$ cat src/rtl/reset_sequencer.sv
// -----------------------------------------------------------------------------
// reset_sequencer
//   Brings the memory and core reset domains out of reset in order once the
//   PLL lock is qualified, waits for memory training, and flags a training
//   timeout. Any lock loss or soft-reset request restarts the sequence.
//
// Parameters
//   LOCK_FILTER_CYCLES : consecutive lock-high cycles needed to qualify lock (>=2)
//   HOLD_CYCLES        : cycles both resets stay asserted after lock qualifies (>=1)
//   TRAIN_TIMEOUT      : max cycles to wait for training done (>=2)
//
// Ports
//   i_clk           : clock, all logic on rising edge
//   i_reset         : synchronous active-high reset
//   i_pll_lock      : PLL lock, already synchronous to i_clk
//   i_soft_rst_req  : level soft-reset request
//   i_training_done : memory training complete, level
//   o_mem_rstn      : active-low memory-domain reset (high in WAIT_TRAIN/RUN)
//   o_core_rstn     : active-low core-domain reset (high in RUN)
//   o_fail          : training timeout flag (high in FAIL)
//   o_state         : current state encoding for debug
// -----------------------------------------------------------------------------
module reset_sequencer #(
  parameter int LOCK_FILTER_CYCLES = 16,
  parameter int HOLD_CYCLES        = 32,
  parameter int TRAIN_TIMEOUT      = 1024
) (
  input  logic       i_clk,
  input  logic       i_reset,
  input  logic       i_pll_lock,
  input  logic       i_soft_rst_req,
  input  logic       i_training_done,
  output logic       o_mem_rstn,
  output logic       o_core_rstn,
  output logic       o_fail,
  output logic [2:0] o_state
);

  localparam int MAX_AB = (LOCK_FILTER_CYCLES > HOLD_CYCLES) ? LOCK_FILTER_CYCLES : HOLD_CYCLES;
  localparam int MAX_P  = (MAX_AB > TRAIN_TIMEOUT) ? MAX_AB : TRAIN_TIMEOUT;
  localparam int CNT_W  = $clog2(MAX_P) + 1;

  localparam logic [CNT_W-1:0] CNT_ZERO  = {CNT_W{1'b0}};
  localparam logic [CNT_W-1:0] CNT_ONE   = CNT_W'(1);
  localparam logic [CNT_W-1:0] CNT_MAX   = {CNT_W{1'b1}};
  localparam logic [CNT_W-1:0] LOCK_TGT  = CNT_W'(LOCK_FILTER_CYCLES);
  localparam logic [CNT_W-1:0] HOLD_TGT  = CNT_W'(HOLD_CYCLES);
  localparam logic [CNT_W-1:0] TRAIN_TGT = CNT_W'(TRAIN_TIMEOUT);

  typedef enum logic [2:0] {
    ST_RESET      = 3'd0,
    ST_WAIT_LOCK  = 3'd1,
    ST_HOLD       = 3'd2,
    ST_WAIT_TRAIN = 3'd3,
    ST_RUN        = 3'd4,
    ST_FAIL       = 3'd5
  } state_t;

  state_t           state_q, state_d;
  logic [CNT_W-1:0] cnt_q, cnt_d;
  logic [CNT_W-1:0] cnt_inc;
  logic             mem_rstn_q, mem_rstn_d;
  logic             core_rstn_q, core_rstn_d;
  logic             fail_q, fail_d;

  // State, counter and output registers with synchronous reset.
  always_ff @(posedge i_clk) begin
    if (i_reset) begin
      state_q     <= ST_RESET;
      cnt_q       <= CNT_ZERO;
      mem_rstn_q  <= 1'b0;
      core_rstn_q <= 1'b0;
      fail_q      <= 1'b0;
    end else begin
      state_q     <= state_d;
      cnt_q       <= cnt_d;
      mem_rstn_q  <= mem_rstn_d;
      core_rstn_q <= core_rstn_d;
      fail_q      <= fail_d;
    end
  end

  // Next-state and counter logic.
  always_comb begin
    state_d = state_q;
    cnt_d   = cnt_q;
    // Saturating increment; compare against the targets using the value the
    // counter "would reach" this edge so each phase lasts exactly N cycles.
    cnt_inc = (cnt_q == CNT_MAX) ? cnt_q : (cnt_q + CNT_ONE);

    case (state_q)
      ST_RESET: begin
        state_d = ST_WAIT_LOCK;
        cnt_d   = CNT_ZERO;
      end
      ST_WAIT_LOCK: begin
        if (i_soft_rst_req || !i_pll_lock) begin
          cnt_d = CNT_ZERO;
        end else if (cnt_inc == LOCK_TGT) begin
          state_d = ST_HOLD;
          cnt_d   = CNT_ZERO;
        end else begin
          cnt_d = cnt_inc;
        end
      end
      ST_HOLD: begin
        if (i_soft_rst_req || !i_pll_lock) begin
          state_d = ST_WAIT_LOCK;
          cnt_d   = CNT_ZERO;
        end else if (cnt_inc == HOLD_TGT) begin
          state_d = ST_WAIT_TRAIN;
          cnt_d   = CNT_ZERO;
        end else begin
          cnt_d = cnt_inc;
        end
      end
      ST_WAIT_TRAIN: begin
        if (i_soft_rst_req || !i_pll_lock) begin
          state_d = ST_WAIT_LOCK;
          cnt_d   = CNT_ZERO;
        end else if (i_training_done) begin
          // Training completing on the timeout cycle still counts as success.
          state_d = ST_RUN;
          cnt_d   = CNT_ZERO;
        end else if (cnt_inc == TRAIN_TGT) begin
          state_d = ST_FAIL;
          cnt_d   = CNT_ZERO;
        end else begin
          cnt_d = cnt_inc;
        end
      end
      ST_RUN: begin
        cnt_d = CNT_ZERO;
        if (i_soft_rst_req || !i_pll_lock) begin
          state_d = ST_WAIT_LOCK;
        end else begin
          state_d = ST_RUN;
        end
      end
      ST_FAIL: begin
        // Sticky: lock activity is ignored, only a soft request leaves.
        cnt_d = CNT_ZERO;
        if (i_soft_rst_req) begin
          state_d = ST_WAIT_LOCK;
        end else begin
          state_d = ST_FAIL;
        end
      end
      default: begin
        state_d = ST_RESET;
        cnt_d   = CNT_ZERO;
      end
    endcase
  end

  // Output decode of the next state, registered so outputs track state_q.
  always_comb begin
    mem_rstn_d  = 1'b0;
    core_rstn_d = 1'b0;
    fail_d      = 1'b0;
    case (state_d)
      ST_WAIT_TRAIN: mem_rstn_d = 1'b1;
      ST_RUN: begin
        mem_rstn_d  = 1'b1;
        core_rstn_d = 1'b1;
      end
      ST_FAIL: fail_d = 1'b1;
      default: begin
        mem_rstn_d  = 1'b0;
        core_rstn_d = 1'b0;
        fail_d      = 1'b0;
      end
    endcase
  end

  assign o_mem_rstn  = mem_rstn_q;
  assign o_core_rstn = core_rstn_q;
  assign o_fail      = fail_q;
  assign o_state     = state_q;

endmodule

$ cat config.mk
export PLATFORM = sky130hd
export DESIGN_NAME = reset_sequencer
export DESIGN_NICKNAME = d
export VERILOG_FILES = /design/src/rtl/reset_sequencer.sv
export SDC_FILE = /design/constraint.sdc
export NUM_CORES = 1
export LEC_CHECK = 0
export CORE_AREA = 5 5 51 53
export DETAILED_ROUTE_END_ITERATION = 10
export DIE_AREA = 0 0 56 58
export DONT_BUFFER_PORTS = 1
export HOLD_SLACK_MARGIN = 0.08
export PLACE_DENSITY_LB_ADDON = 0.25
export RECOVER_POWER = 100
export SYNTH_ARGS = -nofsm -noshare
export SYNTH_HDL_FRONTEND = slang
export SYNTH_SLANG_ARGS = --single-unit
$ cat constraint.sdc
create_clock -name i_clk -period 4.3 [get_ports i_clk]
set_input_delay 0.43 -clock i_clk [delete_from_list [all_inputs] [get_ports i_clk]]
set_output_delay 0.43 -clock i_clk [all_outputs]
set_load 0.02 [all_outputs]
==> impl_metrics.toml <==
[run_status]
status = "finished clean"

[setup_path]
cpMaxStageDelayCell = "nor4_1"
path_common_cell = "nand2_1"
cp_max_fo = 8
cp-start-kind = "flip-flop"
arrival_ns = 2.83
crit_buf_inv = 0
worst_path_largest_cell_delay_ns = 0.55
required_ns = 4.48
worstSetupEndpointType = "flip-flop"
worstSetupPathType = "flip-flop to flip-flop"
crit_chain = "ha_1 > nand2_1 > nor4_1 > xor2_1 > nand2_1 > o21ai_0 > a31o_1 > nor2_1"
crit_family = "simple AND/OR/NAND/NOR gates"

[synth]
ys_async_sr_fraction = 0
avgSynthCellArea_sq_um = 7.98
synth_warnings = 0
synth_top_area_cell = "dfxtp_1"
yosysMostFrequentCell = "nor2_1"
yosys-top-cells-area = "dfxtp_1 32%, nor2_1 7.0%, mux2i_1 5.6%"
netlist_instances = 135
synth_edf_count = 0
synthFlopType = "dfxtp_1"
syn_nets = 141
ys_ff_latch = 17
syn_area_sq_um = 1080
synth_top_area_frac = 0.316
seq_area_frac_synth = 0.316
synth_common_cells = "20 x nor2_1, 17 x dfxtp_1, 10 x nand2_1, 7 x nand3_1"
ys_types = 45

[global_routing]
grt_max_degree = 12
grt_usage = 0.151
grt_overflow = 0
grt_pass1_vias = 883
grt_pass1_wl_um = 3860
antenna_found_initial = 0

[floorplan]
start_util = 0.512
io_pins = 11
die_y_um = 58
die-area_sq_um = 3250
die_w_um = 56
rows = 17
core_sq_um = 2110

[placement]
dpl-instance-area_sq_um = 1060
gp_congestion = 0.834
place_hpwl_um = 1760
placed_cells = 154
port_buffers = 0

[clock_tree]
clock_path_buffers = 2
tritoncts = "done"
htree_levels = 1
clock-sinks = 17
clockRootBuffer = "clkbuf_4"
cts_setup_buffers = 0
holdBufCountCts = 0
clk_pin_slew_ns = 0.10
numCtsBuffers = 3
ctsResizeCount = 0
clock_latency_ns = 0.29

[routing]
drt_iter0_markers = 23
routedWlPerCell_um = 14.5
wl_met2_um = 1060
wl_met1_um = 1050
post-route-drc-count = 0
ant_nets = 0
wirelength_um = 2290
highest_layer = "met4"
first_pass_iters = 4
vias_per_cell = 5.89
wl_met3_um = 131
vias = 931

[power_and_ir_drop]
power_leakage_nw = 0.377
p_per_area_nw_per_um2 = 236
ir_drop_mv = 0.233
p_total_mw = 0.258

[sta]
fin_skew_ns = 0.000695
finalSetupViolCount = 0
finalCritPeriodShare = 0.615
relSlewSlack = 0.626
hold_violations = 0
drv_slew = 0
tns_ns = 0
rsz0062_at_grt = "false"
tightest_slew_ns = 0.556
max_freq_mhz = 378
period_minus_slack_ns = 2.64

[min_path]
min_path_type = "input port to flip-flop"

[final_layout]
drive_gt1_frac = 0.0923
final_nets = 137
area_delta_synth_final_pct = 1.51
stdcell_count = 158
fin_area_sq_um = 1090
diodes = 0
fill_cells = 208

[flow_run]
cap_violations = 0
==> cells in the final DEF, fill, tap and decap left out, drive strengths merged, types with 2 or more instances in the layout <==
| cell | instances |
|---|---|
| or4 | 2 |
| nand3 | 7 |
| and4 | 2 |
| nand2 | 10 |
| a21o | 3 |
| mux2i | 6 |
| nand2b | 5 |
| nor2 | 20 |
| and3 | 3 |
| o211ai | 2 |
| a21oi | 5 |
| a211oi | 2 |
| nand4 | 6 |
| xnor2 | 4 |
| xor2 | 3 |
| o21ai | 5 |
| inv | 3 |
| clkbuf | 3 |
| nor3 | 2 |
| dfxtp | 17 |
| a31o | 3 |
==> worst register-to-register path, stage by stage, from the launching register on <==
cell and delay (ns):
dfxtp_1 0.45, ha_1 0.34, nand2_1 0.18, nor4_1 0.55, xor2_1 0.18, nand2_1 0.07, o21ai_0 0.30, a31o_1 0.38
nor2_1 0.08
==> registers in the layout (all words and copies together) (netlist names) <==
signal	flops
cnt_q	11
o_core_rstn	1
o_fail	1
o_mem_rstn	1
o_state	3
==> final timing paths <==
kind / from / to / cells after the start / slack, ns
worst max-delay path: cnt_q[0] / cnt_q[7] / 8 / 1.66
worst min-delay path: i_reset / cnt_q[10] / 2 / 0.37
worst max register to register: cnt_q[0] / cnt_q[7] / 8 / 1.66
worst min register to register: cnt_q[1] / cnt_q[1] / 2 / 0.61
==> kinds of logic after synthesis <==
family / synth area share
and+or+nand+nor: 0.300
xor gates and xnor gates: 0.0569
AOI/OAI and AO/OA: 0.204
adders and majority gates: 0.0116
DFF: 0.316
muxes: 0.0558
buffers and inverters: 0.0557
==> cell type report <==
class | instances | area (sq um) | share of cell area
sequential | 17 | 340 | 0.311
clock inverter | 1 | 7.51 | 0.00686
inverter | 3 | 11.3 | 0.0103
clock buffer | 3 | 22.5 | 0.0206
multi-input combinational | 106 | 677 | 0.619
tap | 28 | 35.0 | 0.0320
==> through the flow <==
| step | hold WS (ns) | util | worst slack (ns) |
|---|---|---|---|
| 3_5_place_dp | 0.592 | 0.505 | 1.78 |
| 3_3_place_gp | 0.582 | 0.505 | 1.80 |
| 4_1_cts | 0.361 | 0.519 | 1.75 |
| 5_1_grt | 0.380 | 0.519 | 1.46 |
| 6_report | 0.366 | 0.519 | 1.66 |
| 2_1_floorplan | 0.549 | - | 2.12 |
==> layer usage <==
metal	track usage	up-vias
met3	0.0401	4
met2	0.254	21
met1	0.179	421
met4	0.0712	0
li1	-	485
met5	0	-
==> power breakdown <==
group | switching [mW] | leakage, nW | internal (mW) | total (mW)
Combinational | 0.00523 | 0.226 | 0.00425 | 0.00948
Sequential | 0.00254 | 0.137 | 0.158 | 0.161
Clock | 0.0527 | 0.0139 | 0.0354 | 0.0881
Total | 0.0605 | 0.377 | 0.198 | 0.258
Note: power is estimated with default switching activity, not from simulation.
